==> src/rtl/segment_capture.sv <==
// rtl/segment_capture.sv - 7-segment bus observer: debounce, decode, strobe per new digit
//
// Purpose: samples a 7-segment bus, waits for a pattern to be stable for
// STABLE_CYCLES clocks, decodes it to a hex digit and reports each new digit
// with a one-cycle strobe. Non-hex, non-blank patterns raise an error strobe
// and a sticky error flag.
//
// Parameters:
//   STABLE_CYCLES  identical samples required before commit (1..255)
//   CNT_W          width of digit_count
//
// Ports:
//   clk          in   clock, rising edge
//   rst          in   synchronous active-high reset
//   segments     in   [6:0] segment bus, bit0 = a .. bit6 = g, active high
//   digit        out  [3:0] last committed hex digit
//   digit_valid  out  one-cycle strobe on a newly committed digit
//   invalid      out  one-cycle strobe on a committed invalid pattern
//   err_sticky   out  set by invalid, cleared only by rst
//   digit_count  out  [CNT_W-1:0] digit_valid strobes since reset (wraps)
//   history      out  [15:0] last four digits, newest in [3:0]
//
// Optional feature: define SEGCAP_HISTORY_EN to build the history shift
// register; otherwise history is tied to zero.

module segment_capture #(
   parameter int STABLE_CYCLES = 4,
   parameter int CNT_W         = 8
) (
   input  logic             clk,
   input  logic             rst,
   input  logic [6:0]       segments,
   output logic [3:0]       digit,
   output logic             digit_valid,
   output logic             invalid,
   output logic             err_sticky,
   output logic [CNT_W-1:0] digit_count,
   output logic [15:0]      history
);

   typedef enum logic [1:0] {IDLE, TRACK, LOCKED} state_t;

   localparam logic [7:0] STAB_MAX = 8'(STABLE_CYCLES);

   state_t     state, state_d;
   logic [6:0] seg_q;
   logic [6:0] cand, cand_d;
   logic [7:0] stab, stab_d;
   logic [6:0] committed;

   logic       load;
   logic       commit;
   logic [6:0] commit_pat;
   logic       differs;
   logic       valid_d;
   logic       invalid_d;
   logic [5:0] dec;

   // {is_hex, is_blank, value}
   function automatic logic [5:0] decode(input logic [6:0] p);
      logic [5:0] r;
      case (p)
         7'h3F:   r = {2'b10, 4'h0};
         7'h06:   r = {2'b10, 4'h1};
         7'h5B:   r = {2'b10, 4'h2};
         7'h4F:   r = {2'b10, 4'h3};
         7'h66:   r = {2'b10, 4'h4};
         7'h6D:   r = {2'b10, 4'h5};
         7'h7D:   r = {2'b10, 4'h6};
         7'h07:   r = {2'b10, 4'h7};
         7'h7F:   r = {2'b10, 4'h8};
         7'h6F:   r = {2'b10, 4'h9};
         7'h77:   r = {2'b10, 4'hA};
         7'h7C:   r = {2'b10, 4'hB};
         7'h39:   r = {2'b10, 4'hC};
         7'h5E:   r = {2'b10, 4'hD};
         7'h79:   r = {2'b10, 4'hE};
         7'h71:   r = {2'b10, 4'hF};
         7'h00:   r = {2'b01, 4'h0};
         default: r = {2'b00, 4'h0};
      endcase
      return r;
   endfunction

   always_comb begin
      state_d    = state;
      cand_d     = cand;
      stab_d     = stab;
      load       = 1'b0;
      commit     = 1'b0;
      commit_pat = cand;

      case (state)
         IDLE: load = 1'b1;
         TRACK: begin
            if (seg_q != cand) begin
               load = 1'b1;
            end else if (stab < STAB_MAX) begin
               stab_d = stab + 8'd1;
               if (stab + 8'd1 == STAB_MAX) begin
                  commit  = 1'b1;
                  state_d = LOCKED;
               end
            end else begin
               state_d = LOCKED;
            end
         end
         LOCKED: begin
            if (seg_q != cand) load = 1'b1;
         end
         default: state_d = IDLE;
      endcase

      // A fresh candidate counts as its first stable sample; with a
      // one-sample threshold it commits immediately.
      if (load) begin
         cand_d     = seg_q;
         stab_d     = 8'd1;
         commit_pat = seg_q;
         if (STAB_MAX == 8'd1) begin
            commit  = 1'b1;
            state_d = LOCKED;
         end else begin
            state_d = TRACK;
         end
      end
   end

   // Re-commits of the same pattern (e.g. after a short glitch) are silent.
   assign dec       = decode(commit_pat);
   assign differs   = commit && (commit_pat != committed);
   assign valid_d   = differs && dec[5];
   assign invalid_d = differs && !dec[5] && !dec[4];

   always_ff @(posedge clk) begin
      if (rst) begin
         state       <= IDLE;
         seg_q       <= 7'h00;
         cand        <= 7'h00;
         stab        <= 8'd0;
         committed   <= 7'h00;
         digit       <= 4'h0;
         digit_valid <= 1'b0;
         invalid     <= 1'b0;
         err_sticky  <= 1'b0;
         digit_count <= '0;
      end else begin
         state       <= state_d;
         seg_q       <= segments;
         cand        <= cand_d;
         stab        <= stab_d;
         digit_valid <= valid_d;
         invalid     <= invalid_d;
         if (differs) committed <= commit_pat;
         if (valid_d) begin
            digit       <= dec[3:0];
            digit_count <= digit_count + 1'b1;
         end
         if (invalid_d) err_sticky <= 1'b1;
      end
   end

`ifdef SEGCAP_HISTORY_EN
   logic [15:0] hist_q;

   always_ff @(posedge clk) begin
      if (rst) begin
         hist_q <= 16'h0000;
      end else if (valid_d) begin
         hist_q <= {hist_q[11:0], dec[3:0]};
      end
   end

   assign history = hist_q;
`else
   assign history = 16'h0000;
`endif

endmodule
==> config.mk <==
export PLATFORM = sky130hd
export DESIGN_NAME = segment_capture
export DESIGN_NICKNAME = d
export VERILOG_FILES = /design/src/rtl/segment_capture.sv
export SDC_FILE = /design/constraint.sdc
export NUM_CORES = 1
export LEC_CHECK = 0
export CORE_MARGIN = 2
export CORE_UTILIZATION = 61
export CTS_BUF_LIST = sky130_fd_sc_hd__clkbuf_4
export DETAILED_ROUTE_END_ITERATION = 12
export PLACE_DENSITY = 0.84
export SLEW_MARGIN = 20
export SYNTH_ARGS = -nofsm -noshare
export SYNTH_HDL_FRONTEND = slang
export SYNTH_SLANG_ARGS = --single-unit
==> constraint.sdc <==
create_clock -name clk -period 4.92 [get_ports clk]
set_input_delay 0.984 -clock clk [delete_from_list [all_inputs] [get_ports clk]]
set_output_delay 0.984 -clock clk [all_outputs]
set_load 0.005 [all_outputs]
==> summary.txt, run 1 <==
CP required: 5.18 ns
die span in x: 73.5 um
number of remaining DRC errors: 0
switching part of the total: 28.8%
max_cap viols: 0
final wirelength: 6210 um
YS warnings: 0
Clk network pwr share: 29.6%
vias in the first global route: 2299
PD cells: 250 nW/um^2
ANT cells: 0
post-route ant nets: 0
Peak VDD IR: 165 uV
wire length of the first global-routing pass: 10500 um
HPWL after DPL: 4480 um
CP endpoint kind: register
Area growth, synth to finish: 6.62%
Core Area: 4690 um^2
RePlAce Congestion: 0.869
# hold bufs at CTS: 0
WHS: 0.471 ns
largest net degree at the start of global routing: 32
clk_lat worst skew: 0.36 ns
Post-synth EDFFs: 0
CP Class: reg2reg
Clock transition at path regs: 0.13 ns
Post-Syn Area: 2950 um^2
setup repair after global routing missed its margin: no
crit path launch type: register
leakage power: 1.19 nW
Final Cycle Share: 69.9%
WL per Instance: 14.9 um
Slew headroom: 46.0%
Top-Level Pins: 40
CP Max Fanout: 31
initial antenna violation count: 0
register bit total from synthesis: 46
Hold Vio Cnt, Final: 0
Starting Density: 62.8%
Num CTS Buffers: 5
TritonRoute pass-1 iters: 4
Slew @ Worst Pin: 0.808 ns
Slew Limit Fails: 0
die area: 5400 um^2
Switching Power: 0.000226 W
setup ws final: 1.48 ns
Synth Instances: 358
Post-CTS Setup Inserts: 0
ys async rst share: 0%
Seq/Total Area, Yosys: 31.2%
Setup WS pre-CTS: 1.53 ns
clk_skew: 0.0176 ns
most common flop cell mapped by yosys: dfxtp_1
Port-buffer cells: 23
post-CTS sizing: 0
combinational power share: 17.6%
via count: 2505
Worst Hold Class: reg2reg
fin crit period: 3.44 ns
final net count: 376
Congestion Overflow GR: 0
TritonCTS clock tree: yes
Vias/cell: 6.02
row count: 25
1st-iter DRT viols: 135
status: complete, no violations
final setup fails: 0
internal power: 0.000559 W
share of post-route cells with drive strength above 1: 7.46%
H-Tree Depth: 2
gr usage total: 24.5%
Fmax: 0.291 GHz
CTS sink cnt: 46
Root Buffer Master: clkbuf_4
Sequential Power Share: 52.8%
Final TNS setup: 0 ns
DIE HEIGHT: 73.5 um
CTS Buffer Depth: 2
WP data arrival: 3.69 ns
synthesized area per cell: 8.23 um^2
post-synthesis cell type count: 58
-- power by group through the flow --
stage / registers [W] / logic, W / clock network (W)
finish: 0.000414 / 0.000138 / 0.000232
global route: 0.000417 / 0.000155 / 0.000250
CTS: 0.000413 / 0.000138 / 0.000236
detailed placement: 0.000421 / 0.000137 / 0
global placement: 0.000421 / 0.000134 / 0
floorplan: 0.000397 / 0.000148 / 0
-- layout make-up --
cell class	count	area, um^2
Clock buffer	6	45.0
Clock inverter	2	37.5
Fill cell	403	1550
Inverter	10	37.5
Multi-Input combinational cell	273	1790
Sequential cell	46	921
Tap cell	54	67.6
Timing Repair Buffer	25	245
-- final timing paths --
| kind | from | slack, ns | to | cells after the start |
|---|---|---|---|---|
| setup / recovery | cand[2] | 1.48 | digit_count[6] | 9 |
| hold / removal | err_sticky | 0.47 | err_sticky | 1 |
| setup reg to reg | cand[2] | 1.48 | digit_count[6] | 9 |
| hold reg to reg | err_sticky | 0.47 | err_sticky | 1 |
-- cells in the final DEF, fill, tap and decap left out, drive strengths merged, types with 3 or more instances in the layout --
| master | count |
|---|---|
| and3 | 3 |
| clkdlybuf4s50 | 23 |
| nor4 | 11 |
| nor2b | 13 |
| nor2 | 27 |
| a211oi | 4 |
| o211ai | 4 |
| dfxtp | 46 |
| a21oi | 16 |
| a22oi | 3 |
| nand2b | 6 |
| xor2 | 9 |
| a31o | 5 |
| inv | 10 |
| o221ai | 4 |
| xnor2 | 9 |
| and2 | 7 |
| nand3 | 7 |
| or3 | 6 |
| mux2i | 18 |
| o21ai | 16 |
| nor3 | 15 |
| nand3b | 3 |
| and4 | 4 |
| nand4 | 8 |
| ha | 6 |
| conb | 16 |
| o22ai | 5 |
| o21a | 3 |
| clkbuf | 6 |
| nand2 | 24 |
| nor3b | 3 |
-- synthesized netlist by cell type, types with 2 or more instances --
master | instances | area, um^2
a211oi_1 | 4 | 30.0
a21o_1 | 2 | 15.0
a21oi_1 | 16 | 80.1
a22oi_1 | 3 | 22.5
a31o_2 | 5 | 43.8
and2_1 | 7 | 43.8
and3_1 | 3 | 18.8
and4_1 | 4 | 35.0
buf_4 | 16 | 120
buf_6 | 4 | 45.0
clkbuf_1 | 22 | 82.6
dfxtp_1 | 46 | 921
ha_1 | 6 | 75.1
inv_1 | 10 | 37.5
mux2i_1 | 16 | 160
nand2_1 | 24 | 90.1
nand2b_1 | 6 | 37.5
nand3_1 | 7 | 35.0
nand3b_1 | 3 | 22.5
nand4_1 | 8 | 50.1
nor2_1 | 27 | 101
nor2b_1 | 13 | 81.3
nor3_1 | 15 | 75.1
nor3b_1 | 3 | 22.5
nor4_1 | 10 | 62.6
nor4b_1 | 2 | 17.5
o211ai_1 | 2 | 15.0
o21a_1 | 3 | 22.5
o21ai_0 | 12 | 60.1
o21ai_1 | 3 | 15.0
o221ai_1 | 3 | 26.3
o22ai_1 | 4 | 25.0
or3_1 | 6 | 37.5
or4_1 | 2 | 15.0
or4b_2 | 2 | 20.0
xnor2_1 | 9 | 78.8
xor2_1 | 9 | 78.8
-- worst max-delay path, stage by stage, from the launching register on --
cell	delay [ns]
dfxtp_1	0.73
xor2_1	0.16
or4_1	0.52
o221a_1	0.28
buf_4	0.28
mux2i_4	0.26
o221ai_2	0.32
o211ai_4	0.25
o31a_1	0.35
o21a_1	0.17
-- metrics by stage --
step / std cells / util (%) / total power, W / cell area [um^2]
after global routing: 416 / 67.0 / 0.000822 / 3140
after floorplan: 373 / - / 0.000545 / 3000
after detailed placement: 408 / 65.2 / 0.000559 / 3060
after global placement: 408 / 65.2 / 0.000555 / 3060
final: 416 / 67.0 / 0.000784 / 3140
after CTS: 416 / 67.0 / 0.000787 / 3140
-- state kept, by name, summed over array words and instances, names as in the netlist --
signal,cells
cand,7
stab,8
digit,4
digit_valid,1
invalid,1
committed,7
state,2
seg_q,7
err_sticky,1
digit_count,8
-- kinds of logic after synthesis --
family | count (synthesis) | share of synthesized area (%)
simple gates | 147 | 27.6
compound gates | 66 | 15.7
buf+inv | 54 | 9.97
flops | 46 | 31.2
mux | 20 | 7.43
xor+xnor | 18 | 5.35
fa+ha+maj | 6 | 2.55
other cells | 1 | 0.127
-- layer usage --
| layer | vias up | GRT usage (%) | routed length [um] |
|---|---|---|---|
| li1 | 1246 | - | - |
| met1 | 1167 | 31.4 | 2690 |
| met2 | 79 | 42.2 | 3130 |
| met3 | 13 | 3.02 | 290 |
| met4 | 0 | 8.28 | 95 |
| met5 | - | 0 | 0 |
Power figures use the tool's default switching activity.
==> run 2, diff against run 1 <==
CORE_UTILIZATION = 57   (was 61)
PLACE_DENSITY = 0.79   (was 0.84)
clock period = 3.3 ns   (was 4.92 ns; I/O delays follow)
==> summary.txt, run 2 (synthesis gave the netlist of run 1 again) <==
WP data arrival: 3.41 ns (was 3.69 ns)
post-route ant nets: 0 (unchanged)
clk_lat worst skew: 0.36 ns (about the same)
most frequent cells in the layout: dfxtp_1, nor2_1, nand2_1 (unchanged)
CP Max Fanout: 15 (was 31)
vias in the first global route: 2426 (was 2299)
clk_skew: 0.0111 ns (was 0.0176 ns)
Setup WS pre-CTS: 0.0403 ns (was 1.53 ns)
RR Endpoint: digit_count[6] (unchanged)
DIE HEIGHT: 75.9 um (was 73.5 um)
Top-Level Pins: 40 (unchanged)
Hold Path End: err_sticky (unchanged)
share of post-route cells with drive strength above 1: 12.6% (was 7.46%)
met2 Use GR: 38.0% (was 42.2%)
H-Tree Depth: 2 (unchanged)
Slew Limit Fails: 0 (unchanged)
row count: 26 (was 25)
Slew headroom: 52.7% (was 46.0%)
Port-buffer cells: 23 (unchanged)
CTS sink cnt: 46 (unchanged)
slowest CP cell: or4_1 (was dfxtp_1)
worst reg-to-reg setup slack: 0.16 ns (was 1.48 ns)
Slew @ Worst Pin: 0.708 ns (was 0.808 ns)
Core Util, Final: 66.8% (was 67.0%)
Area growth, synth to finish: 14.3% (was 6.62%)
dpl cells: 442 (was 408)
via count: 2686 (was 2505)
largest net degree at the start of global routing: 20 (was 32)
wire length of the first global-routing pass: 11300 um (was 10500 um)
Starting Density: 58.5% (was 62.8%)
1st-iter DRT viols: 287 (was 135)
number of remaining DRC errors: 0 (unchanged)
fin crit period: 3.14 ns (was 3.44 ns)
filler cell count: 424 (was 403)
Total Power: 0.00128 W (was 0.000784 W)
Fmax: 0.318 GHz (was 0.291 GHz)
# hold bufs at CTS: 0 (unchanged)
Num CTS Buffers: 5 (unchanged)
WL per Instance: 14.8 um (was 14.9 um)
top flop regs: digit_count x8, stab x8 (unchanged)
Register Area: 921 um^2 (unchanged)
area of the multi-input gates: 1840 um^2 (was 1790 um^2)
CTS Buffer Depth: 2 (unchanged)
crit path launch type: register (unchanged)
Slowest Stage Delay on Critical Path: 0.56 ns (was 0.73 ns)
PD cells: 381 nW/um^2 (was 250 nW/um^2)
hold-critical path depth: 1 (unchanged)
HPWL after DPL: 4720 um (was 4480 um)
CP endpoint kind: register (unchanged)
Root Buffer Master: clkbuf_4 (unchanged)
TritonRoute pass-1 iters: 5 (was 4)
Hold Vio Cnt, Final: 0 (unchanged)
initial antenna violation count: 0 (unchanged)
post-CTS sizing: 0 (unchanged)
WHS: 0.471 ns (about the same)
TritonCTS clock tree: yes (unchanged)
grt peak-use layer: met2 (unchanged)
most common cell after layout, fill and taps aside: dfxtp_1 (unchanged)
R2R depth: 9 (unchanged)
critical path, cell by cell: inv_1 -> ha_1 -> or4_1 -> o221a_4 -> mux2i_1 -> o22ai_2 -> o211ai_4 -> o31a_1 -> o21a_1 (was xor2_1 -> or4_1 -> o221a_1 -> buf_4 -> mux2i_4 -> o221ai_2 -> o211ai_4 -> o31a_1 -> o21a_1)
Peak VDD IR: 267 uV (was 165 uV)
gr usage total: 23.6% (was 24.5%)
worst r2r src: state[0] (was cand[2])
CP Class: reg2reg (unchanged)
min-delay src: err_sticky (unchanged)
Core Area: 5040 um^2 (was 4690 um^2)
CP required: 3.57 ns (was 5.18 ns)
status: complete, no violations (unchanged)
Worst Hold Class: reg2reg (unchanged)
final net count: 395 (was 376)
Clock transition at path regs: 0.13 ns (about the same)
Vias/cell: 5.96 (was 6.02)
final wirelength: 6690 um (was 6210 um)
critical path startpoint: state[0] (was cand[2])
ANT cells: 0 (unchanged)
Final Cycle Share: 95.2% (was 69.9%)
die span in x: 75.9 um (was 73.5 um)
final setup fails: 0 (unchanged)
leakage power: 1.30 nW (was 1.19 nW)
Finished Layout Cells: 451 (was 416)
max_cap viols: 0 (unchanged)
GR Layer Usage met1: 31.3% (was 31.4%)
GRT met3 Usage: 4.29% (was 3.02%)
Congestion Overflow GR: 0 (unchanged)
die area: 5760 um^2 (was 5400 um^2)
setup ws final: 0.160 ns (was 1.48 ns)
Post-CTS Setup Inserts: 0 (unchanged)
RePlAce Congestion: 0.899 (was 0.869)
## run 2: where the power goes
part	internal (W)	switching, W
logic	0.000123	0.000168
registers	0.000570	0.0000144
clock network	0.000233	0.000175
total	0.000926	0.000358
## run 2: worst max path at each step
stage | to | cells after the start | slack, ns
after floorplan | digit[0] | 12 | 0.54
after global placement | digit_count[6] | 9 | 0.12
after detailed placement | digit_count[6] | 9 | 0.04
after CTS | digit_count[6] | 9 | 0.01
after global routing | digit[2] | 10 | -0.01
final | digit_count[6] | 9 | 0.16
## run 2: cell type report
class | instances | share of cell area, %
flip-flops and latches | 46 | 27.3
well taps | 70 | 2.60
clock inverters | 3 | 1.89
inverters | 10 | 1.11
clock buffers | 5 | 1.11
repair buffers | 43 | 11.3
multi-input cells | 274 | 54.7
## run 2: critical path: cells and delay by family, from the launching register on
kind / cells / cell delay (ns)
compound gates: 5 / 1.49
fa+ha+maj: 1 / 0.26
buf+inv: 1 / 0.10
flops: 1 / 0.43
mux: 1 / 0.20
simple gates: 1 / 0.56
## run 2: metal layers
| layer | part of all wire, % | up-vias |
|---|---|---|
| li1 | - | 1297 |
| met4 | 3.3 | 0 |
| met5 | 0 | - |
| met3 | 7.8 | 32 |
| met1 | 42 | 1227 |
| met2 | 47 | 130 |
## run 2: per-stage QoR
stage / TNS (ns) / cell area, um^2
after floorplan: 0 / 3000
after global placement: 0 / 3220
after detailed placement: 0 / 3220
after CTS: 0 / 3320
after global routing: -0.0131 / 3370
final: 0 / 3370
